<file path="config.mk">
export PLATFORM = sky130hd
export DESIGN_NAME = qpsk_demod
export DESIGN_NICKNAME = d
export VERILOG_FILES = /design/src/rtl/qpsk_demod.sv
export SDC_FILE = /design/constraint.sdc
export NUM_CORES = 1
export LEC_CHECK = 0
export CAP_MARGIN = 10
export CORE_UTILIZATION = 47
export CTS_BUF_LIST = sky130_fd_sc_hd__clkbuf_16
export CTS_CLUSTER_DIAMETER = 50
export CTS_CLUSTER_SIZE = 8
export DETAILED_ROUTE_END_ITERATION = 16
export PLACE_DENSITY = 0.79
export SYNTH_ARGS = -nofsm -noshare
export SYNTH_HDL_FRONTEND = slang
export SYNTH_SLANG_ARGS = --single-unit
</file>
<file path="constraint.sdc">
create_clock -name clk_100 -period 2.7 [get_ports clk_100]
set_input_delay 0.405 -clock clk_100 [delete_from_list [all_inputs] [get_ports clk_100]]
set_output_delay 0.405 -clock clk_100 [all_outputs]
set_load 0.01 [all_outputs]
</file>
<file path="src/rtl/qpsk_demod.sv">
// Hard-decision QPSK demodulator: symbol FIFO feeding a two-bit serializer with block framing.
// Define QPSK_DEMOD_ERASURE_EN to store per-bit erasure flags and drive erase_out.
module qpsk_demod #(
  parameter int unsigned BLOCK_BITS = 192,
  parameter int unsigned FIFO_DEPTH = 4,
  parameter logic [15:0] ERASE_THR  = 16'h1000
) (
  input  logic        clk_100,
  input  logic        Reset_N,
  input  logic        valid_in,
  output logic        ready_out,
  input  logic [15:0] I_comp,
  input  logic [15:0] Q_comp,
  output logic        valid_out,
  input  logic        ready_in,
  output logic        data_out,
  output logic        last_out,
  output logic        erase_out
);

  localparam int unsigned PtrW = $clog2(FIFO_DEPTH);
  localparam int unsigned CntW = $clog2(BLOCK_BITS);
`ifdef QPSK_DEMOD_ERASURE_EN
  localparam int unsigned EntryW = 4;
`else
  localparam int unsigned EntryW = 2;
`endif

  typedef enum logic [1:0] {StEmpty, StBit0, StBit1} state_e;

  // FIFO entry layout: {b0, b1} or {b0, b1, e0, e1}
  logic [EntryW-1:0] wr_entry;
  logic [EntryW-1:0] rd_entry;
  logic              rd_b0, rd_b1, rd_e0, rd_e1;

`ifdef QPSK_DEMOD_ERASURE_EN
  // 0x8000 negates to itself and reads as unsigned 0x8000, so it is never erased
  function automatic logic below_thr(input logic [15:0] x);
    logic [15:0] mag;
    mag = x[15] ? (~x + 16'd1) : x;
    return mag < ERASE_THR;
  endfunction

  assign wr_entry = {I_comp[15], Q_comp[15], below_thr(I_comp), below_thr(Q_comp)};
  assign {rd_b0, rd_b1, rd_e0, rd_e1} = rd_entry;
`else
  logic unused_erase;
  assign unused_erase = ^{ERASE_THR, I_comp[14:0], Q_comp[14:0]};
  assign wr_entry     = {I_comp[15], Q_comp[15]};
  assign {rd_b0, rd_b1} = rd_entry;
  assign rd_e0 = 1'b0;
  assign rd_e1 = 1'b0;
`endif

  // Symbol FIFO; pointers carry one extra wrap bit to tell full from empty
  logic [EntryW-1:0] mem_q [FIFO_DEPTH];
  logic [PtrW:0]     wr_ptr_q, rd_ptr_q;
  logic              full, empty, push, pop;

  assign empty     = (wr_ptr_q == rd_ptr_q);
  assign full      = (wr_ptr_q[PtrW] != rd_ptr_q[PtrW]) &&
                     (wr_ptr_q[PtrW-1:0] == rd_ptr_q[PtrW-1:0]);
  assign ready_out = Reset_N && !full;
  assign push      = valid_in && ready_out;
  assign rd_entry  = mem_q[rd_ptr_q[PtrW-1:0]];

  always_ff @(posedge clk_100) begin
    if (push) begin
      mem_q[wr_ptr_q[PtrW-1:0]] <= wr_entry;
    end
  end

  always_ff @(posedge clk_100 or negedge Reset_N) begin
    if (!Reset_N) begin
      wr_ptr_q <= '0;
      rd_ptr_q <= '0;
    end else begin
      if (push) begin
        wr_ptr_q <= wr_ptr_q + (PtrW + 1)'(1);
      end
      if (pop) begin
        rd_ptr_q <= rd_ptr_q + (PtrW + 1)'(1);
      end
    end
  end

  // Serializer: b1 and e1 are parked while b0 is on the output
  state_e          state_q, state_d;
  logic            data_q, data_d;
  logic            b1_q, b1_d;
  logic            era_q, era_d;
  logic            e1_q, e1_d;
  logic [CntW-1:0] cnt_q, cnt_d;
  logic            xfer;
  logic            cnt_at_last;

  assign valid_out   = (state_q != StEmpty);
  assign xfer        = valid_out && ready_in;
  assign cnt_at_last = (cnt_q == CntW'(BLOCK_BITS - 1));

  always_comb begin
    state_d = state_q;
    data_d  = data_q;
    b1_d    = b1_q;
    era_d   = era_q;
    e1_d    = e1_q;
    pop     = 1'b0;
    case (state_q)
      StEmpty: begin
        if (!empty) begin
          pop     = 1'b1;
          state_d = StBit0;
          data_d  = rd_b0;
          b1_d    = rd_b1;
          era_d   = rd_e0;
          e1_d    = rd_e1;
        end
      end
      StBit0: begin
        if (ready_in) begin
          state_d = StBit1;
          data_d  = b1_q;
          era_d   = e1_q;
        end
      end
      StBit1: begin
        if (ready_in) begin
          if (!empty) begin
            pop     = 1'b1;
            state_d = StBit0;
            data_d  = rd_b0;
            b1_d    = rd_b1;
            era_d   = rd_e0;
            e1_d    = rd_e1;
          end else begin
            state_d = StEmpty;
            data_d  = 1'b0;
            era_d   = 1'b0;
          end
        end
      end
      default: state_d = StEmpty;
    endcase
  end

  always_comb begin
    cnt_d = cnt_q;
    if (xfer) begin
      cnt_d = cnt_at_last ? '0 : cnt_q + CntW'(1);
    end
  end

  always_ff @(posedge clk_100 or negedge Reset_N) begin
    if (!Reset_N) begin
      state_q <= StEmpty;
      data_q  <= 1'b0;
      b1_q    <= 1'b0;
      era_q   <= 1'b0;
      e1_q    <= 1'b0;
      cnt_q   <= '0;
    end else begin
      state_q <= state_d;
      data_q  <= data_d;
      b1_q    <= b1_d;
      era_q   <= era_d;
      e1_q    <= e1_d;
      cnt_q   <= cnt_d;
    end
  end

  assign data_out  = data_q;
  assign erase_out = era_q;
  assign last_out  = valid_out && cnt_at_last;

endmodule

</file>
==> results.txt <==
* Sort of element at the end of the critical path: output port
* Bufs on Longest Clock Path: 2
- The final count of pins violating max slew is 0.
- The slowest stage of the critical path belongs to the cell sky130_fd_sc_hd__clkdlybuf4s50_1.
- The worst path uses between 80% and 90% of the clock period.
- The die is around 57 um wide.
- Hold timing on the final database bottoms out at a slack of 0.495 ns.
* Worst setup SP type: flip-flop
- Yosys mapped a number of flops with a built-in enable equal to 8.
- Critical Path Fanout Max: 8
* Total congestion overflow: 0
- Synth top area share: 35.0%
- Wire length reported by the detailed router: 2420 um
- Final setup violation count: 0
- Count of maximum capacitance violations: 0
- The die is 57.2 um tall.
* Sink of the worst hold path: cnt_q[2]
- CP peak stage delay: 0.58 ns
- Static leakage: 0.735 nW
- The setup path with the least slack is of type reg -> out.
- Fraction of power consumed by the clock network: 17.7%
- Worst IR drop on VDD: around 0.42 mV
- Grouping stages by cell kind, the critical path spends the most delay in buffers and inverters.
- Cells fill between 50% and 60% of the core in the end.
* Combinational cell fraction of total power: 43.5%
- Number of global-route vias before repair: 953
- Averaged over all synthesized cells, the footprint is about 12 um^2.
* Net switching power figure: 0.679 mW
- Cell depth of the worst flop-to-flop path: 7
- The detail route stage leaves a number of antenna-violating nets equal to 0.
- Fin nets: 180
- Die Area: between 0.003 and 0.004 mm^2
- TritonCTS built the clock tree.
* Post-synth net total: 163
- Input and output buffers added on the ports amount to 10.
* Fraction of registers with async set or reset after synthesis: 71.4%
- H-Tree Level Count: 1
- Worst clock skew: 0.00356 ns
- Clock transition at the register clock pins on the worst setup and hold paths after CTS: 0.06 ns
* Transition at the pin with the smallest max-transition slack: 0.429 ns
- The first global-routing pass estimated 4270 um of wire.
* Arrival time of data at the critical path endpoint: about 2.0 ns
- By count the netlist is led by sky130_fd_sc_hd__dfrtp_1 (20), sky130_fd_sc_hd__ha_1 (11).
* Reg2reg setup slack: 0.72 ns
- Final hold violation count: 0
- Number of clock buffers inserted by TritonCTS: 3
- Required time at the worst-slack endpoint: roughly 2.3 ns
* Effective utilization at floorplan: 50.6%
- In the global route stage, overall resource usage came out at between 15 and 20%.
- Count of state elements after synthesis: 28
- Syn Inst Count: approximately 120
- Proportion of synthesized chip area in sequential cells: about half
* Layout cells sized above 1: a little over a tenth
- PwrDens: 1110 mW/mm^2
* Unrepaired setup endpoints after global routing: no
- Clock Sinks: 28
- Top FF cell, synth: sky130_fd_sc_hd__dfrtp_1
- Average routed wire per standard cell: 14.9 um
- The worst register-to-register path begins at state_q[0].
* Placer's final routability congestion estimate: 0.778
- Largest net degree at the start of global routing: 21
- DRC: 2
* Min-Delay Path Class: reg -> reg
- Summed over all instances, the cell type with the most area after synthesis is sky130_fd_sc_hd__dfrtp_1.
* Overall power: 1.86 mW
- Cell internal pwr: around 1.2 mW
- Counting both buffers and inverters, the worst setup path holds a total of 2.
* Resized cells post-CTS: 0
- Vias: ~900
- Synth-to-Final Area Change: 16.3%
* Number of warning messages in the yosys log: 0
* Number of detailed-routing iterations run before antenna repair: 10
- Walking the worst path, the cells encountered are inv_1, ha_1, nor4_1, clkdlybuf4s50_1.
- Post-CTS setup repair buffer count: 0
- The worst path needs 2.36 ns of the cycle, external delays included.
* Top cells by area, synth: sky130_fd_sc_hd__dfrtp_1 (35%), sky130_fd_sc_hd__edfxtp_1 (17%), sky130_fd_sc_hd__ha_1 (9.6%)
- The netlist uses 30 different library cells.
- The worst hold path begins at cnt_q[2].
- Post-route setup TNS: 0 ns
* Netlist Area Pre-Place: approximately 0.0014 mm^2
- The number of antenna violations at the first check in global routing was 0.
- # fillers: 227
- The tree is rooted in a sky130_fd_sc_hd__clkbuf_16.
- The run finished, with violations left.
* Final std cell area, no fill: 0.00166 mm^2
* Number of rows created at floorplan: 19
- Area of the core: ~0.0028 mm^2
- Violations in the final reports: DRC
- Hold buffers post-CTS: 0
- Detail Placement HPWL: ~1800 um
- The worst register-to-register path ends at cnt_q[6].
- Vias per inst: 5.64
* Sequential share of power: 38.8%
- Antenna Cells: 0
- For the worst-skew pair, the clock arrives at the later sink with an insertion delay of 0.26 ns.
- The detailed router finished its first iteration with 32 violations.
- Yosys instantiated no cell more often than sky130_fd_sc_hd__dfrtp_1.
- FMAX: 424 MHz
- Slew headroom: between 70% and 80%
- In this run the count of I/O pins placed on the die edge is 41.
* Hold Crit Depth: 1
- Summing all flip-flop and latch instances after layout gives 741 um^2.
* Area of the multi-input gates: 661 um^2
* Standard cell area after detailed placement: 0.00159 mm^2
- Switching part of the total: 36.6%
==> layout by cell type, fill, tap and decap left out, types with 2 or more instances in the layout <==
cell type                         Yosys  final
sky130_fd_sc_hd__inv_1                8      9
sky130_fd_sc_hd__nand3_1              2      2
sky130_fd_sc_hd__edfxtp_1             8      8
sky130_fd_sc_hd__nand2_1              8      8
sky130_fd_sc_hd__mux2i_1              2      2
sky130_fd_sc_hd__mux2_2               6      6
sky130_fd_sc_hd__xor2_1               5      5
sky130_fd_sc_hd__clkbuf_16            0      3
sky130_fd_sc_hd__ha_1                11     11
sky130_fd_sc_hd__xnor2_1              8      8
sky130_fd_sc_hd__o21ai_0              3      3
sky130_fd_sc_hd__buf_4                0      2
sky130_fd_sc_hd__nor2_1               7      7
sky130_fd_sc_hd__nor2b_1              4      4
sky130_fd_sc_hd__a21oi_1              2      2
sky130_fd_sc_hd__clkdlybuf4s50_1      0     10
sky130_fd_sc_hd__and3_1               6      6
sky130_fd_sc_hd__dfrtp_1             20     20
sky130_fd_sc_hd__mux4_1               2      2
==> power groups by stage <==
stage | sequential (mW) | clock [mW] | combinational, mW
3_5_place_dp | 0.729 | 0 | 0.805
2_1_floorplan | 0.699 | 0 | 0.598
6_report | 0.721 | 0.328 | 0.807
3_3_place_gp | 0.714 | 0 | 0.751
4_1_cts | 0.721 | 0.329 | 0.818
5_1_grt | 0.743 | 0.347 | 0.909
==> worst max path at each step <==
stage | from | to | slack, ns | depth (start not counted)
after floorplan | state_q[0] | cnt_q[6] | 0.84 | 6
after global placement | Reset_N | ready_out | 0.48 | 4
after detailed placement | Reset_N | ready_out | 0.48 | 4
after CTS | state_q[0] | last_out | 0.32 | 4
after global routing | state_q[0] | last_out | 0.24 | 4
final | state_q[0] | last_out | 0.34 | 4
==> sequential cells by signal (all words and copies together), names as in the netlist <==
signal / cells
state_q: 2
wr_ptr_q: 3
data_out: 1
rd_ptr_q: 3
erase_out: 1
b1_q: 1
e1_q: 1
cnt_q: 8
mem_q: 8
==> through the flow <==
step,setup slack (ns),instances
finish,0.343,163
detailed placement,0.481,159
floorplan,0.842,116
global route,0.244,163
global placement,0.476,159
CTS,0.323,163
==> per-layer routing <==
metal	track usage [%]	up-vias	share of wire, %
met1	21.4	452	45
met2	28.9	16	49
met5	0	-	0
met3	2.72	9	2.0
li1	-	443	-
met4	10.8	0	3.6
==> area by class of cell <==
type | count | share of cell area (%)
Clock buffer | 3 | 4.51
Clock inverter | 1 | 0.226
Inverter | 8 | 1.80
Multi-Input combinational cell | 80 | 39.7
Sequential cell | 28 | 44.5
Tap cell | 31 | 2.33
Timing Repair Buffer | 12 | 6.92
==> logic make-up after synthesis <==
| logic type | count (synthesis) | synth area share [%] |
|---|---|---|
| AO/OA/AOI/OAI | 14 | 7.43 |
| adder cells (fa/ha/maj) | 11 | 9.62 |
| XOR/XNOR | 13 | 7.95 |
| flip-flops | 28 | 51.7 |
| buffers and inverters | 8 | 2.10 |
| AND/OR/NAND/NOR | 32 | 11.4 |
| multiplexers | 10 | 9.79 |
(Power assumes the default switching activity.)
